## config.mk

```make
export PLATFORM = sky130hd
export DESIGN_NAME = tlb_refill_arbiter
export DESIGN_NICKNAME = d
export VERILOG_FILES = /design/src/rtl/tlb_refill_arbiter.sv
export SDC_FILE = /design/constraint.sdc
export NUM_CORES = 1
export LEC_CHECK = 0
export ABC_AREA = 1
export CORE_AREA = 2 2 133 135
export DETAILED_ROUTE_END_ITERATION = 10
export DIE_AREA = 0 0 135 137
export PLACE_DENSITY_LB_ADDON = 0.2
export REMOVE_ABC_BUFFERS = 1
export SETUP_SLACK_MARGIN = 0.5
export SLEW_MARGIN = 40
export SYNTH_ARGS = -nofsm -noshare
export SYNTH_HDL_FRONTEND = slang
export SYNTH_SLANG_ARGS = --single-unit
```

## constraint.sdc

```tcl
create_clock -name clk -period 5 [get_ports clk]
set_input_delay 0.5 -clock clk [delete_from_list [all_inputs] [get_ports clk]]
set_output_delay 0.5 -clock clk [all_outputs]
set_load 0.05 [all_outputs]
```

## src/rtl/tlb_refill_arbiter.sv

```systemverilog
// tlb_refill_arbiter: shares one hardware page-table walker between the ITLB and the DTLB.
//
// Ports
//   clk, reset           clock, asynchronous active-high reset
//   ITLBMissF/ITLBVAdr   instruction TLB miss (level) and its virtual address
//   DTLBMissM/DTLBVAdr   data TLB miss (level) and its virtual address
//   DTLBWriteAccess      data miss is a store/AMO
//   TLBFlush             sfence.vma / satp write flush
//   WalkReq/WalkVAdr     walk request and registered address to the walker
//   WalkIsInstr          walk serves the ITLB (1) or the DTLB (0)
//   WalkWriteAccess      registered store/AMO flag (0 for instruction walks)
//   WalkDone/WalkFault   walker completion pulse and fault flag
//   WalkPTE/WalkPageType leaf PTE and page level, valid with WalkDone
//   DisableTranslation   high while a walk is outstanding
//   ITLBWrite/DTLBWrite  single-cycle TLB write pulses
//   TLBWritePTE          registered PTE for the write
//   TLBWritePageType     registered page type for the write
//   I/DTLBRefillFault    single-cycle refill fault pulses
//   Busy                 arbiter is not idle
module tlb_refill_arbiter #(
  parameter int unsigned XLEN       = 64,
  parameter int unsigned PTYPE_BITS = 2
) (
  input  logic                  clk,
  input  logic                  reset,
  input  logic                  ITLBMissF,
  input  logic [XLEN-1:0]       ITLBVAdr,
  input  logic                  DTLBMissM,
  input  logic [XLEN-1:0]       DTLBVAdr,
  input  logic                  DTLBWriteAccess,
  input  logic                  TLBFlush,
  output logic                  WalkReq,
  output logic [XLEN-1:0]       WalkVAdr,
  output logic                  WalkIsInstr,
  output logic                  WalkWriteAccess,
  input  logic                  WalkDone,
  input  logic                  WalkFault,
  input  logic [XLEN-1:0]       WalkPTE,
  input  logic [PTYPE_BITS-1:0] WalkPageType,
  output logic                  DisableTranslation,
  output logic                  ITLBWrite,
  output logic                  DTLBWrite,
  output logic [XLEN-1:0]       TLBWritePTE,
  output logic [PTYPE_BITS-1:0] TLBWritePageType,
  output logic                  ITLBRefillFault,
  output logic                  DTLBRefillFault,
  output logic                  Busy
);

  typedef enum logic [1:0] {StIdle, StWalk, StWrite, StDrain} state_e;

  state_e                r_state;
  logic                  r_last_grant_d;
  logic [XLEN-1:0]       r_walk_vadr;
  logic                  r_walk_is_instr;
  logic                  r_walk_write_access;
  logic [XLEN-1:0]       r_pte;
  logic [PTYPE_BITS-1:0] r_ptype;

  logic w_any_miss;
  logic w_grant_d;
  logic w_walk_fault;
  logic w_write;

  assign w_any_miss = ITLBMissF | DTLBMissM;
  // D wins when it is the only requester, or on a tie when I was granted last.
  assign w_grant_d  = DTLBMissM & (~ITLBMissF | ~r_last_grant_d);

  always_ff @(posedge clk or posedge reset) begin
    if (reset) begin
      r_state             <= StIdle;
      r_last_grant_d      <= 1'b0;
      r_walk_vadr         <= '0;
      r_walk_is_instr     <= 1'b0;
      r_walk_write_access <= 1'b0;
      r_pte               <= '0;
      r_ptype             <= '0;
    end else begin
      case (r_state)
        StIdle: begin
          if (!TLBFlush && w_any_miss) begin
            r_walk_vadr         <= w_grant_d ? DTLBVAdr : ITLBVAdr;
            r_walk_is_instr     <= ~w_grant_d;
            r_walk_write_access <= w_grant_d & DTLBWriteAccess;
            r_last_grant_d      <= w_grant_d;
            r_state             <= StWalk;
          end
        end
        StWalk: begin
          if (WalkDone) begin
            // A flush coinciding with completion discards the result entirely.
            if (!TLBFlush && !WalkFault) begin
              r_pte   <= WalkPTE;
              r_ptype <= WalkPageType;
              r_state <= StWrite;
            end else begin
              r_state <= StIdle;
            end
          end else if (TLBFlush) begin
            r_state <= StDrain;
          end
        end
        StWrite: r_state <= StIdle;
        // The walker cannot be cancelled, so wait for it and drop the result.
        StDrain: begin
          if (WalkDone) r_state <= StIdle;
        end
        default: r_state <= StIdle;
      endcase
    end
  end

  assign w_walk_fault = (r_state == StWalk) & WalkDone & WalkFault & ~TLBFlush;
  assign w_write      = (r_state == StWrite) & ~TLBFlush;

  assign WalkReq            = (r_state == StWalk) | (r_state == StDrain);
  assign DisableTranslation = WalkReq;
  assign Busy               = (r_state != StIdle);
  assign WalkVAdr           = r_walk_vadr;
  assign WalkIsInstr        = r_walk_is_instr;
  assign WalkWriteAccess    = r_walk_write_access;
  assign TLBWritePTE        = r_pte;
  assign TLBWritePageType   = r_ptype;
  assign ITLBWrite          = w_write & r_walk_is_instr;
  assign DTLBWrite          = w_write & ~r_walk_is_instr;
  assign ITLBRefillFault    = w_walk_fault & r_walk_is_instr;
  assign DTLBRefillFault    = w_walk_fault & ~r_walk_is_instr;

endmodule

```

== After elaboration in Yosys (flattened, before gate mapping) ==
Index checks and enable logic that the tools add are counted.
Word-level totals
  logic and storage cells: 47
  bits of input ports: 202
  output and inout bits: 139
  bits in registers: 135
Cells by class
  reductions and logical operators: 9
  equality and inequality tests: 6
  bitwise gates (word level): 18
  multiplexer cells: 7
Operators with widths (count)
  $mux W64: 1
  $and A1 B1 Y1: 10
  $mux W2: 5
  $pmux W2 S4: 1
  $reduce_and A3 Y1: 2
  $not A1 Y1: 5
  $eq A2 B2 Y1 const B: 2
  $ne A2 B2 Y1 const B: 2
  $ne A3 B3 Y1 const B: 1
  $or A1 B1 Y1: 3
  $eq A2 B1 Y1 const B: 1
  $logic_and A1 B1 Y1: 2
  $logic_not A1 Y1: 2
  $logic_not A2 Y1: 1
  $reduce_and A2 Y1: 1
  $reduce_bool A2 Y1: 1

== Logic depth before layout (Yosys ltp) ==
  depth after elaboration: 5
  mapped depth: 8
  depth with buffers taken out: 6

== Worst setup path after synthesis ==
No wires, ideal clock.
  kind: input to output
  start point: input WalkDone
  end point: output DTLBRefillFault
  setup slack: 2.784 ns
  stages: 4
  path buffers: 2
  data required time: 4.500 ns
  arrival time: 1.716 ns
  path through: buf_2 -> clkbuf_1 -> nand4_1 -> nor2_1
On the way
  word-level cells in the longest chain between the ends: 4
RTL lines
  start, declared: line 36  | input logic WalkDone,
  $and A1 B1 Y1 (3 in a row): line 113  | assign w_walk_fault = (r_state == StWalk) & WalkDone & WalkFault & ~TLBFlush;
  $and A1 B1 Y1: line 127  | assign DTLBRefillFault = w_walk_fault & ~r_walk_is_instr;
  end, declared: line 46  | output logic DTLBRefillFault,
Every way passes these cells.

== Final worst setup path ==
  start point: input TLBFlush
  end point: output ITLBWrite
On the way
  word-level cells in the longest chain between the ends: 3
RTL lines
  start, declared: line 31  | input logic TLBFlush,
  $not A1 Y1: line 114  | assign w_write = (r_state == StWrite) & ~TLBFlush;
  $and A1 B1 Y1: line 114
  $and A1 B1 Y1: line 124  | assign ITLBWrite = w_write & r_walk_is_instr;
  end, declared: line 41  | output logic ITLBWrite,
Every way passes these cells.

==> run summary <==
Area growth, synth to finish: 64.86%
Final Cell Area: 0.01041 mm²
non-filler instance count after layout: 1365
io pins: 341
largest cells by area after synthesis: dfrtp_1 53%, nand2_1 28%, nand4_1 6.6%, nand3_1 5.3%, buf_2 1.9%
TritonCTS Sinks: 135
syn_area_per_cell: 7.684 µm²
outcome: finished clean
clock buffer depth: 2
dpl cell area: 0.009792 mm²
CP Launch Type: input pin
Crit Path Max Fanout: 4
Mapped Cells: 822
Final Cycle Share: 55.46%
htree depth: 4
Initial Util: 37.03%
Netlist cell types: 16
Die Wd: 135 µm
post-synth top area cell: dfrtp_1
height of the die: 137 µm
# rows: 48
top-count cell post-synth: nand2_1
Worst slew margin: 50.00%
placer congestion estimate: 0.7935
crit-path cells: clkdlybuf4s50_1 > inv_1 > nand3_1 > nor2_1 > clkdlybuf4s50_1
Setup crit end kind: output port
initial antenna violation count: 1
critical path depth: 5
final hold violations: 0
minimum clock period: 2.773 ns
worst slack, placed: 2.236 ns
worst slew pin tran: 0.7500 ns
crit path DAT: 2.27 ns
DRT Pass-1 Iters: 5
Worst VDD drop: 0.3348 mV
DRT antenna net count: 0
LEAKAGE: 0.005097 µW
CP Buf/Inv Count: 3
path type of the worst setup path: in2out
vias per inst: 4.779
CTS buffer count: 17
slowest CP cell: clkdlybuf4s50_1
vias in the first global route: 6408
postcts setup bufs: 0
Hold WC Path Type: reg2reg
setup_tns: 0 ns
largest net degree at the start of global routing: 101
Via Count: 6524
Skew-Pair Late Insertion Delay: 0.42 ns
area share of the largest cell type after synthesis: 53.49%
asr flop ratio synth: 100.0%
first-pass GRT wire length: 33370 µm
final slew viol count: 0
Die ar.: 0.01850 mm²
Worst EP required: 4.50 ns
CTS tree: built
DRC violations left: 0
DPL Wire Length: 14550 µm
#FFs+latches synth: 135
dominant synthesized flop cell: dfrtp_1
Crit path top cell by count: clkdlybuf4s50_1
sequential-to-total area share from yosys stat: 53.49%
fmax: 360.6 MHz
clk root buf: clkbuf_16
Port Buffers: 340
dpl cells: 1332
global-route usage over all layers: 23.10%
Max stage delay on crit path: 0.83 ns
Post-synth EDFFs: 0
CTS-repair resized insts: 0
clock skew: 0.009996 ns
core footprint: 0.01706 mm²
Reg clk slew, reported paths: 0.05 ns
max cap viols: 0
initial drt markers: 317
top post-synthesis cells by count: 463 x nand2_1, 135 x dfrtp_1, 67 x nand3_1, 67 x nand4_1, 27 x clkbuf_1
WL final: 21530 µm
post-synthesis cell area: 0.006316 mm²
Worst Reg-to-Reg Cells: 7
delay-heaviest family, CP: buffers and inverters
Worst Slack Setup Final: 2.227 ns
hold-fix buffer count after cts: 0
reg-to-reg startpoint: r_state[0]$_DFFE_PP0P_
RSZ-0062 raised after global routing: false
power per cell area: 648.9 mW/mm²
fin nets: 1328
hold depth: 2
hold wc startpoint: TLBWritePTE[62]$_DFFE_PP0P_
Synth Warn #: 0
share of cells above drive strength 1: 4.741%
CP Launch Point: TLBFlush
grt total ovfl: 0
Final setup viols: 0
DR WL/cell: 15.78 µm
[kinds of logic (layout without fill, tap and decap cells)]
logic type / after synthesis / in the layout / synth area share (%)
DFF: 135 / 135 / 53.49
buffers and inverters: 73 / 390 / 5.705
and+or+nand+nor: 610 / 610 / 40.49
other: 0 / 1 / 0
AOI/OAI and AO/OA: 4 / 4 / 0.3170
[cells in the final DEF (no fill, tap or decap), types with 2 or more instances in the layout]
cell type	netlist	final
nand2_1	463	460
clkdlybuf4s50_1	0	338
dfrtp_1	135	135
nand4_1	67	67
nand3_1	67	66
clkbuf_16	0	17
buf_4	13	10
nor2_1	9	8
inv_1	5	4
o21ai_0	4	4
nor2_4	1	3
nand2_2	0	3
clkbuf_8	0	3
clkinvlp_4	0	3
bufinv_16	0	3
inv_2	2	2
clkbuf_1	27	2
clkinv_4	0	2
buf_2	24	2
[final timing paths]
kind	end	slack, ns
worst max-delay path	ITLBWrite	2.23
worst min-delay path	TLBWritePTE[62]$_DFFE_PP0P_	0.47
worst max register to register	TLBWritePTE[12]$_DFFE_PP0P_	2.75
worst min register to register	TLBWritePTE[62]$_DFFE_PP0P_	0.47
max in group asynchronous	TLBWritePTE[34]$_DFFE_PP0P_	3.39
min in group asynchronous	WalkVAdr[7]$_DFFE_PP0P_	0.60
[sequential cells by signal, summed over array words and instances, names as in the netlist]
signal            flops
r_last_grant_d        1
TLBWritePageType      2
r_state               2
WalkWriteAccess       1
WalkIsInstr           1
TLBWritePTE          64
WalkVAdr             64
[stage by stage]
step / utilization, % / hold WS (ns) / total power [µW]
final: 61.05 / 0.4662 / 6757
after global placement: 57.23 / 0.4542 / 5449
after detailed placement: 57.41 / 0.4570 / 5489
after global routing: 61.05 / 0.4903 / 7070
after CTS: 61.03 / 0.4715 / 6814
after floorplan: - / 0.4495 / 4062
[report_power, final]
group | total [µW] | internal [µW] | switching [µW]
clock network | 1300 | 826 | 473
registers | 1820 | 1560 | 264
logic | 3630 | 1160 | 2470
total | 6760 | 3550 | 3210
[worst min-delay path: stages (launching register included)]
cell	delay, ns
dfrtp_1	0.34
nand2_1	0.05
nand2_1	0.04
[per-layer routing]
layer	global-route usage, %	vias to the layer above	share of wire [%]
met5	0	-	0
met4	11.63	0	3.8
met3	5.963	54	6.3
met2	39.03	232	49
met1	27.34	3002	41
li1	-	3236	-
[final cells by class]
cell class,count,area (µm²)
sequential,135,3378
clock inverter,10,143.9
antenna,1,2.502
multi-input combinational,614,2603
tap,225,281.5
timing repair buffer,351,3496
fill,1539,6644
inverter,7,33.78
clock buffer,22,474.2
Power figures use the tool's default switching activity.
